--- config.mk ---
export PLATFORM = sky130hd
export DESIGN_NAME = run_ctrl
export DESIGN_NICKNAME = d
export VERILOG_FILES = /design/src/rtl/run_pkg.sv /design/src/rtl/mem_port_mux.sv /design/src/rtl/run_ctrl.sv
export SDC_FILE = /design/constraint.sdc
export NUM_CORES = 1
export LEC_CHECK = 0
export ABC_CLOCK_PERIOD_IN_PS = 2600
export BUFFER_PORTS_ARGS = -buffer_cell sky130_fd_sc_hd__clkbuf_2
export CELL_PAD_IN_SITES_DETAIL_PLACEMENT = 0
export CELL_PAD_IN_SITES_GLOBAL_PLACEMENT = 1
export CORE_ASPECT_RATIO = 1.75
export CORE_MARGIN = 1
export CORE_UTILIZATION = 29
export DETAILED_ROUTE_END_ITERATION = 16
export HOLD_SLACK_MARGIN = 0.02
export PLACE_DENSITY_LB_ADDON = 0.1
export SKIP_CTS_REPAIR_TIMING = 1
export SLEW_MARGIN = 20
export SYNTH_ARGS = -nofsm -noshare
export SYNTH_HDL_FRONTEND = slang
export SYNTH_SLANG_ARGS = --single-unit
export TNS_END_PERCENT = 1
--- constraint.sdc ---
create_clock -name clk -period 2.6 [get_ports clk]
set_input_delay 0.13 -clock clk [delete_from_list [all_inputs] [get_ports clk]]
set_output_delay 0.13 -clock clk [all_outputs]
set_load 0.02 [all_outputs]
--- src/rtl/run_pkg.sv ---
// Shared types and defaults for the run sequencer.
package run_pkg;

    typedef enum logic [1:0] {IDLE, START, RUN, DONE} run_st_t;

    localparam int unsigned DONE_PC_DEF = 128;

endpackage

--- src/rtl/mem_port_mux.sv ---
// Combinational data-memory port select between host and core.
module mem_port_mux #(
    parameter int unsigned AW = 8,
    parameter int unsigned DW = 8
) (
    input  logic          host_gnt,
    input  logic          core_we,
    input  logic [AW-1:0] core_addr,
    input  logic [DW-1:0] core_din,
    output logic [DW-1:0] core_dout,
    input  logic          host_we,
    input  logic [AW-1:0] host_addr,
    input  logic [DW-1:0] host_din,
    output logic [DW-1:0] host_dout,
    output logic          mem_we,
    output logic [AW-1:0] mem_addr,
    output logic [DW-1:0] mem_din,
    input  logic [DW-1:0] mem_dout
);

    always_comb begin
        mem_we   = core_we;
        mem_addr = core_addr;
        mem_din  = core_din;
        if (host_gnt) begin
            mem_we   = host_we;
            mem_addr = host_addr;
            mem_din  = host_din;
        end
    end

    // Read data is broadcast; each side only trusts it while it owns the port.
    assign core_dout = mem_dout;
    assign host_dout = mem_dout;

endmodule

--- src/rtl/run_ctrl.sv ---
// Run sequencer: holds the core in reset while the host owns dat_mem, runs the program,
// and detects completion (PC reaches DONE_PC) or a watchdog timeout.
module run_ctrl
    import run_pkg::*;
#(
    parameter int unsigned D       = 12,
    parameter int unsigned AW      = 8,
    parameter int unsigned DW      = 8,
    parameter int unsigned DONE_PC = DONE_PC_DEF,
    parameter int unsigned CW      = 16
) (
    input  logic          clk,
    input  logic          reset,
    input  logic          req,
    output logic          done,
    output logic          timeout,
    output logic [CW-1:0] cyc_cnt,
    output logic          core_rst,
    input  logic [D-1:0]  prog_ctr,
    input  logic          core_we,
    input  logic [AW-1:0] core_addr,
    input  logic [DW-1:0] core_din,
    output logic [DW-1:0] core_dout,
    output logic          host_gnt,
    input  logic          host_we,
    input  logic [AW-1:0] host_addr,
    input  logic [DW-1:0] host_din,
    output logic [DW-1:0] host_dout,
    output logic          mem_we,
    output logic [AW-1:0] mem_addr,
    output logic [DW-1:0] mem_din,
    input  logic [DW-1:0] mem_dout
);

    localparam logic [D-1:0]  DonePc  = D'(DONE_PC);
    localparam logic [CW-1:0] CntMax  = '1;

    run_st_t       state_q;
    logic          done_q;
    logic          timeout_q;
    logic [CW-1:0] cnt_q;
    logic          core_rst_q;
    logic          host_gnt_q;

    // Outputs are registered alongside the state so they reflect the state being entered.
    always_ff @(posedge clk or negedge reset) begin
        if (!reset) begin
            state_q    <= IDLE;
            done_q     <= 1'b0;
            timeout_q  <= 1'b0;
            cnt_q      <= '0;
            core_rst_q <= 1'b1;
            host_gnt_q <= 1'b1;
        end else begin
            unique case (state_q)
                IDLE: begin
                    if (req) begin
                        state_q    <= START;
                        host_gnt_q <= 1'b0;
                        cnt_q      <= '0;
                        timeout_q  <= 1'b0;
                    end
                end
                START: begin
                    state_q    <= RUN;
                    core_rst_q <= 1'b0;
                end
                RUN: begin
                    if (cnt_q != CntMax) begin
                        cnt_q <= cnt_q + CW'(1);
                    end
                    // Completion takes priority over the watchdog in the same cycle.
                    if (prog_ctr == DonePc) begin
                        state_q    <= DONE;
                        timeout_q  <= 1'b0;
                        done_q     <= 1'b1;
                        core_rst_q <= 1'b1;
                        host_gnt_q <= 1'b1;
                    end else if (cnt_q == CntMax) begin
                        state_q    <= DONE;
                        timeout_q  <= 1'b1;
                        done_q     <= 1'b1;
                        core_rst_q <= 1'b1;
                        host_gnt_q <= 1'b1;
                    end
                end
                DONE: begin
                    if (!req) begin
                        state_q <= IDLE;
                        done_q  <= 1'b0;
                    end
                end
                default: begin
                    state_q    <= IDLE;
                    done_q     <= 1'b0;
                    core_rst_q <= 1'b1;
                    host_gnt_q <= 1'b1;
                end
            endcase
        end
    end

    assign done     = done_q;
    assign timeout  = timeout_q;
    assign cyc_cnt  = cnt_q;
    assign core_rst = core_rst_q;
    assign host_gnt = host_gnt_q;

    mem_port_mux #(
        .AW (AW),
        .DW (DW)
    ) u_mux (
        .host_gnt  (host_gnt_q),
        .core_we   (core_we),
        .core_addr (core_addr),
        .core_din  (core_din),
        .core_dout (core_dout),
        .host_we   (host_we),
        .host_addr (host_addr),
        .host_din  (host_din),
        .host_dout (host_dout),
        .mem_we    (mem_we),
        .mem_addr  (mem_addr),
        .mem_din   (mem_din),
        .mem_dout  (mem_dout)
    );

endmodule

# Yosys cells after proc, flatten, opt, wreduce, memory -nomap -nowiden
# Index checks and enable logic that the tools add are counted.
[classes] eq_ne=10 n_mux=20 n_addsub=1 n_reduce_logical=9
[ops] op="two-way mux 16 bit" n=2
[ops] op="case mux 16 bit (2 select lines)" n=1
[ops] op="adder 16 x 1 -> 16 bit, second input constant" n=1
[ops] op="== test 16 bit, second input constant" n=1
[ops] op="two-way mux 8 bit" n=2
[ops] op="inequality test 16 bit, second input constant" n=1
[ops] op="== test 12 x 8 -> 1 bit, second input constant" n=1
[ops] op="AND reduction 3 bit" n=4
[ops] op="two-way mux 2 bit" n=4
[ops] op="case mux 1 bit (2 select lines)" n=4
[ops] op="case mux 2 bit (4 select lines)" n=1
[ops] op="two-way mux 1 bit" n=6
[ops] op="inequality test 2 bit, second input constant" n=3
[ops] op="nonzero test 2 bit" n=3
[ops] op="== test 2 bit, second input constant" n=2
[ops] op="inequality test 3 bit, second input constant" n=1
[ops] op="== test 2 x 1 -> 1 bit, second input constant" n=1
[ops] op="logical NOT 2 bit" n=1
[ops] op="AND reduction 2 bit" n=1
[totals] register_bits=22 output_inout_bits=53

# Longest topological paths before layout
# Gate-level depths: netlist of the first run.
[depth] depth_word=4 mapped_depth=8 mapped_depth_nobuf=7

# By module
# From an unflattened synthesis of the first run, not the netlist that was laid out.
[unflattened] cells_unflattened=183 hier_area_um2=1732.9
[by_module_without_submodules] mod="run_ctrl" n_inst=1 cells_per_inst=148 area_per_inst_um2=1352.5 seq_area_each_um2=553.0
[by_module_without_submodules] mod="mem_port_mux" n_inst=1 cells_per_inst=35 area_per_inst_um2=380.4 seq_area_each_um2=0.0

# Least setup slack after synthesis of the first run
# OpenSTA, ideal clock, no wires.
[synth_timing] kind="reg-to-reg" start="register cnt_q[0], in the netlist cyc_cnt[0]" end="register state_q[1]" setup_time_ns=0.125 required_ns=2.475 path_slack_ns=0.430 path_stages_with_launch=8 arrival_time_ns=2.045 period_less_slack_ns=2.170 cell_sequence="dfrtp_1 -> ha_1 -> nand3_1 -> or2_2 -> or2_1 -> buf_6 -> a31oi_4 -> mux2_4"
[synth_via] elab_chain_cells=3
[synth_lines] element="start, declared" line_no="run_ctrl.sv:41" source="logic [CW-1:0] cnt_q;"
[synth_lines] element="start signal, assigned" line_no="run_ctrl.sv:70" source="cnt_q <= cnt_q + CW'(1);"
[synth_lines] element="== test 16 bit" line_no="run_ctrl.sv:79" source="end else if (cnt_q == CntMax) begin"
[synth_lines] element="inequality test 3 bit (no source line)"
[synth_lines] element="AND reduction 3 bit (no source line)"
[synth_lines] element="end signal, assigned" line_no="run_ctrl.sv:74" source="state_q <= DONE;"
[synth_lines] element="end signal, assigned" line_no="run_ctrl.sv:80" source="state_q <= DONE;"
[synth_lines] element="end signal, assigned" line_no="run_ctrl.sv:89" source="state_q <= IDLE;"
[synth_lines] element="end, declared" line_no="run_ctrl.sv:38" source="run_st_t state_q;"
# Every way passes these cells.
# A chain may end at the register's enable or synchronous reset.

# Worst setup path after layout of the first run
# Ends and elaborated chain as after synthesis.

==> results of run 1 <==
## cell usage after synthesis (4+ instances only)
master and count:
nand2_1 11, buf_4 16, nand4_1 4, a21oi_1 9
o21ai_0 10, mux2_2 18, nor2_1 12, nand3_1 10
o211ai_1 4, ha_1 5, a31oi_1 5, dfrtp_1 20
inv_1 7
## cells in the final DEF, fill, tap and decap left out, drive strengths merged, types with 2 or more instances in the layout
cell and count:
o211ai 4, nor4 2, inv 7, a21oi 9
or4 2, clkbuf 89, o311ai 2, nand4 5
mux2 19, ha 5, o31ai 2, nand3 10
or3 2, and3 3, or2 3, buf 4
mux2i 3, a31oi 6, o41ai 2, nor2 12
o21ai 11, nand2 11, dfrtp 20, dfstp 2
## registers in the layout, summed over array words and instances (netlist names)
signal / cells
core_rst: 1
cyc_cnt: 16
done: 1
host_gnt: 1
state_q: 2
timeout: 1
## power breakdown
| part | internal [mW] | switching, mW | total [mW] |
|---|---|---|---|
| Clock | 0.109 | 0.117 | 0.226 |
| Combinational | 0.251 | 0.402 | 0.653 |
| Sequential | 0.386 | 0.0535 | 0.440 |
## area by class of cell
type	instances	area [um^2]
clock buffer	4	45.04
fill	590	3268
inverter	7	26.28
multi-input combinational	124	892.1
sequential	22	553.0
tap	74	92.59
timing repair buffer	90	465.4
## worst max-delay path, cell delays in order (launching register included)
cell	delay, ns
dfrtp_1	0.48
ha_1	0.23
nand3_1	0.14
or2_2	0.38
or2_1	0.35
a31oi_4	0.21
mux2_4	0.31
## cells by family (layout without fill, tap and decap cells)
logic type / after synthesis / after routing / share of synthesized area
compound gates: 41 / 41 / 0.1723
fa+ha+maj: 5 / 5 / 0.03846
buf+inv: 30 / 101 / 0.1115
flops: 22 / 22 / 0.3400
mux: 22 / 22 / 0.1523
simple gates: 56 / 56 / 0.1854
## worst min path at each step
stage / startpoint / endpoint / slack (ns)
detailed placement: reset / cyc_cnt[3] / 0.17
finish: req / done / 0.15
CTS: reset / cyc_cnt[2] / -0.12
global placement: reset / cyc_cnt[3] / 0.17
floorplan: reset / cyc_cnt[0] / -0.17
global route: req / done / 0.21
## metrics by stage
| stage | power [mW] | instances | area, um^2 |
|---|---|---|---|
| after floorplan | 0.8925 | 176 | 1627 |
| after global placement | 1.108 | 316 | 2019 |
| after detailed placement | 1.102 | 316 | 2019 |
| after CTS | 1.339 | 320 | 2064 |
| after global routing | 1.418 | 321 | 2074 |
| final | 1.319 | 321 | 2074 |
## routing by layer
metal | GRT usage | vias up
li1 | - | 779
met1 | 0.1697 | 766
met2 | 0.3218 | 80
met3 | 0.01926 | 5
met4 | 0.05861 | 0
met5 | 0 | -
==> summary by stage, run 1 <==
Clocking
The maximum level of the CTS H-tree is 1. For this design, the sink count on the clock tree is 22. The number of clock buffers added by TritonCTS is 3. The TritonCTS clock tree is yes. In this run the deepest clock path goes through 2 buffers. The later pin in the worst-skew pair is clocked with a latency of 0.26 ns. Clock-pin slew was measured on the worst setup and hold paths at 0.08 ns. The root cell of the clock tree is clkbuf_8.

Drt
The remaining routing DRC violations is 0. The DRC violation total after the first TritonRoute iteration is 19. After detailed routing, the met3 layer carries 343 um of wire. The routed wire length is 4.809 mm. Dividing the detail-routed wire length by the instance count gives 14.98 um.

The final route contains 1,630 vias. The mean number of vias per cell is 5.078. The count of nets left with antenna violations once routing finished came out at 0.

The highest layer used for signal routing is met4. The first TritonRoute pass finished after 4 iterations. The detailed-routing wirelength on met1 is 1.827 mm.

Summed over all nets, wire length on met2 after detailed routing comes to 2.581 mm.

Critical path
The path type of the worst setup path is reg -> reg. The register-to-register path setup slack is 0.38 ns. The capturing element of the worst setup path is state_q[1]. The maximum fanout count along the critical path is 8. Data on the critical path arrives at its endpoint at 2.37 ns. In this run the critical register-to-register path is launched from cyc_cnt[0]. The startpoint class of the critical path is a flip-flop. The type of destination of the critical path is a flip-flop. The startpoint of the worst setup timing path is cyc_cnt[0]. The cell depth of the worst flop-to-flop path is 6.

The worst endpoint required time is 2.76 ns. The worst register-to-register path ends at state_q[1].

Min path
The tightest min-delay check is of the in -> reg type. The worst hold path cell count is 3.

Timing
The max-slew violation total from the final report was 0. The clock period could shrink to 2.218 ns. Setup repair after global routing left no endpoint under its margin. Setup violations remaining at the end of the flow were counted as 0. The maximum achievable frequency is 0.4508 GHz. For the pin with the worst max-slew slack, the measured transition is 0.5944 ns.

The smallest setup slack after layout is 0.3817 ns. The tightest hold path in the finished design has a slack of 0.1512 ns. The setup TNS is 0 ns. The relative slew slack is 0.6037. The number of endpoints with negative hold slack in the final report was 0. The final period utilization is 0.8532. The worst setup skew after layout is 0.003227 ns.

Layout
The layout overhead on the synthesized area is 27.54%. The number of antenna diodes in the final layout is 0. For this run, the post-layout net count is 310. In the final layout, the share of cells above drive strength 1 is 0.4939. Measured on the finished design, the core utilization comes to 0.3883.

Synthesis
Synthesis handed over a netlist of 176 instances. The synthesized design contains 0 enable-type register cells. Counting flops and latches in the post-synthesis netlist gives 22. The top-area cell type share of the netlist area is 0.3077. Ranked by total cell area, the synthesized netlist is headed by dfrtp_1 31%, mux2_2 12%, buf_4 7.4%.

The fraction of synthesis flops using an asynchronous set or reset pin is 1.000. Of the synthesized area, sequential elements account for 0.3400. The average size of a mapped cell is 9.242 um^2.

The netlist uses 46 different library cells. The synthesized design spends more area on one cell type than any other, namely dfrtp_1. The Yosys step of the flow raised 0 warnings. In the synthesized netlist the dominant register cell turns out to be dfrtp_1. The net count after synthesis is 238.

The total standard cell area after synthesis is 0.001627 mm^2.

Global routing
The first global-routing pass estimated 7.348 mm of wire. In the global route stage, overall resource usage came out at 0.1635. Summed over all layers, the global routing overflow is 0. The number of global-route vias before repair is 1,591.

Entering global routing, the biggest net connects 23 pins. The initial antenna violation count was 0.

Floorplan
The number of ports placed on the die boundary is 110. The number of rows created at floorplan is 35. The initial core utilization is 0.3044. The die area is 0.005925 mm^2. Measured along the x axis, the die boundary spans 58.62 um. The height of the chip is 101.1 um. The area of the placeable core is 0.005343 mm^2.

Placement
Buffers placed on the I/O ports in this run total 85. Routability-driven placement finished with a final weighted congestion of 0.7101. Before CTS, the worst setup slack after placement is 0.3816 ns. The wire-length estimate of the detail-placed layout is 3.806 mm.

Power and ir drop
The worst-case IR drop observed on VDD is 0.4732 mV. Summed over all cells, the static leakage comes to 0.9919 nW. In this run the power density over the cells is 635.9 mW/mm^2.

Outcome
The run finished with clean final reports.

Flow run
The reported max-cap violation count is 0.
Power figures use the tool's default switching activity.
==> inputs of run 2 (changes only) <==
--- a/config.mk
+++ b/config.mk
@@ -9,7 +9,6 @@
 export BUFFER_PORTS_ARGS = -buffer_cell sky130_fd_sc_hd__clkbuf_2
 export CELL_PAD_IN_SITES_DETAIL_PLACEMENT = 0
 export CELL_PAD_IN_SITES_GLOBAL_PLACEMENT = 1
-export CORE_ASPECT_RATIO = 1.75
 export CORE_MARGIN = 1
 export CORE_UTILIZATION = 29
 export DETAILED_ROUTE_END_ITERATION = 16
==> run 2 against run 1 <==
  * Die area is 0.21% lower
  * Critical path depth unchanged
  * Highest routed layer unchanged
  * Routed wire length is 0.52% higher
  * Cell area grew 0.24%
  * Non-clock buffer count stayed put
  * Combinational power is 0.9% lower
  * Sequential cell count unchanged
  * Largest power group unchanged
  * Largest cell class unchanged
  * Global-route usage increased by 0.40 points
  * Clock power rose by 15%
==> summary by stage, run 2 (synthesized netlist as in run 1, its figures left out) <==
Outcome
The run finished with clean final reports.

Timing
Dividing the final minimum period by the clock period gives 0.8453. The worst setup skew after layout is 0.002215 ns. Timing would allow up to 0.4550 GHz. The relative slew slack is 0.6085. The number of endpoints with negative hold slack in the final report is 0. The final count of negative-setup-slack endpoints is 0.

The slew at the pin closest to its max-slew limit is 0.5872 ns. The max-slew violation total from the final report is 0. The setup TNS is 0 ns. The worst path in the final design needs a cycle of 2.198 ns, including I/O delays and setup.

Setup repair after global routing left no endpoint under its margin. The smallest setup slack after layout is 0.4022 ns.

Layout
The final cell count without fillers is 317. The repair_antennas step left the layout with diodes totalling 0. Of the cells placed in the final design, the portion with a size suffix greater than 1 is 0.4980. After routing the design area is 0.002079 mm^2. In the final design database the tool counted 310 nets.

The register with the most flip-flops in the layout has 16 of them. The commonest non-fill, non-tap cell in the layout is clkbuf_2. The library cells used most frequently in the layout, excluding fill and tap cells, are 85 x clkbuf_2, 20 x dfrtp_1, 18 x mux2_2. The area growth from synthesis to layout is 27.85%.

Clocking
TritonCTS built the clock tree. The insertion delay to the later sink of the worst-skew pair is 0.27 ns. In this run the deepest clock path goes through 2 buffers. For this design, the sink count on the clock tree is 22. Clock tree synthesis selected as its root buffer the cell clkbuf_8. After clock tree synthesis, the clock-pin slew on the worst setup and hold paths is 0.08 ns. The number of CTS-inserted buffers is 3. In this run the number of H-tree levels came out at 1.

Critical path
The startpoint class of the critical path is a flip-flop. The maximum fanout count along the critical path is 8. The path type of the worst setup path is reg -> reg. For the worst setup path, the data arrival time is 2.36 ns.

The worst setup path is captured at a flip-flop. STA puts the critical path data required time at 2.76 ns.

Power and ir drop
The power consumption is 1.348 mW. The worst supply voltage drop on vdd is 0.2364 mV. The static power due to leakage is 0.9980 nW. For this design the ratio of total power to cell area is 648.3 mW/mm^2.

Global routing
Summed over all layers, the global routing overflow is 0. The first global-routing pass estimated 7.900 mm of wire. The overall fraction of global-route tracks in use is 0.1675. The number of global-route vias before repair is 1,537.

The initial antenna violation count is 0. Entering global routing, the biggest net connects 23 pins.

Placement
The number of port buffers is 85. The placed instances occupy a cell area of 0.002014 mm^2. The cell total after placement is 312. Summed over all nets, the half-perimeter wirelength after detailed placement is 3.655 mm. OpenSTA, run right after detailed placement, puts the worst setup slack at 0.4186 ns. At the end of routability-driven placement, the weighted congestion stood at 0.7480.

Drt
The remaining routing DRC violations is 0. The detailed-route via count is 1,580. In the final routed layout, each cell accounts on average for 15.25 um. The routed wire length is 4.834 mm.

For this block, the initial DRC count from the detailed router was 42. Once detail routing completed, the nets flagged for antenna violations numbered 0. In the routed layout, each cell is associated on average with a via count of 4.984. The first detailed-routing pass took 4 iterations.

Min path
The min-delay analysis places its worst path in the category in -> reg.

Floorplan
The area of the placeable core is 0.005238 mm^2. The height of the chip is 76.89 um. The number of rows created at floorplan is 26. For this configuration, the core starts out at a cell density of 0.3106. The horizontal extent of the die is 76.89 um. The die area is 0.005912 mm^2. The number of ports placed on the die boundary is 110.

Flow run
The reported max-cap violation count is 0.
[run 2: worst max-delay path, cell delays in order (launching register included)]
cell,delay [ns]
dfrtp_1,0.46
ha_1,0.22
nand3_1,0.14
or2_2,0.38
or2_1,0.36
a31oi_4,0.22
mux2_4,0.31
[run 2: report_power, final]
part           internal, mW  switching (mW)  leakage (nW)
clock                 0.136           0.124        0.0288
combinational         0.252           0.395         0.675
sequential            0.386          0.0545         0.294
total                 0.774           0.574         0.998
[run 2: cell type report]
type,count,area (um^2)
Multi-Input combinational cell,124,892.1
Tap cell,70,87.58
Fill cell,541,3158
Sequential cell,22,553.0
Clock buffer,4,55.05
Inverter,7,26.28
Timing Repair Buffer,90,465.4
[run 2: per-stage QoR]
step	utilization	hold slack, ns
2_1_floorplan	-	-0.1656
3_3_place_gp	0.3846	0.1630
5_1_grt	0.3970	0.1727
4_1_cts	0.3951	-0.1366
3_5_place_dp	0.3846	0.1761
6_report	0.3970	0.1537
[run 2: per-layer routing]
| metal | vias up | track usage | wire length, um |
|---|---|---|---|
| met3 | 13 | 0.02262 | 262 |
| li1 | 780 | - | - |
| met1 | 737 | 0.2120 | 2171 |
| met5 | - | 0 | 0 |
| met4 | 0 | 0.06923 | 89 |
| met2 | 50 | 0.2839 | 2310 |
[run 2: final timing paths]
kind / from / slack [ns] / depth (start not counted) / to
setup / recovery: cyc_cnt[0] / 0.40 / 6 / state_q[1]
hold / removal: req / 0.15 / 3 / done
setup reg to reg: cyc_cnt[0] / 0.40 / 6 / state_q[1]
hold reg to reg: timeout / 0.52 / 2 / timeout
max in group asynchronous: reset / 1.82 / 2 / cyc_cnt[9]
min in group asynchronous: reset / 0.39 / 2 / state_q[1]
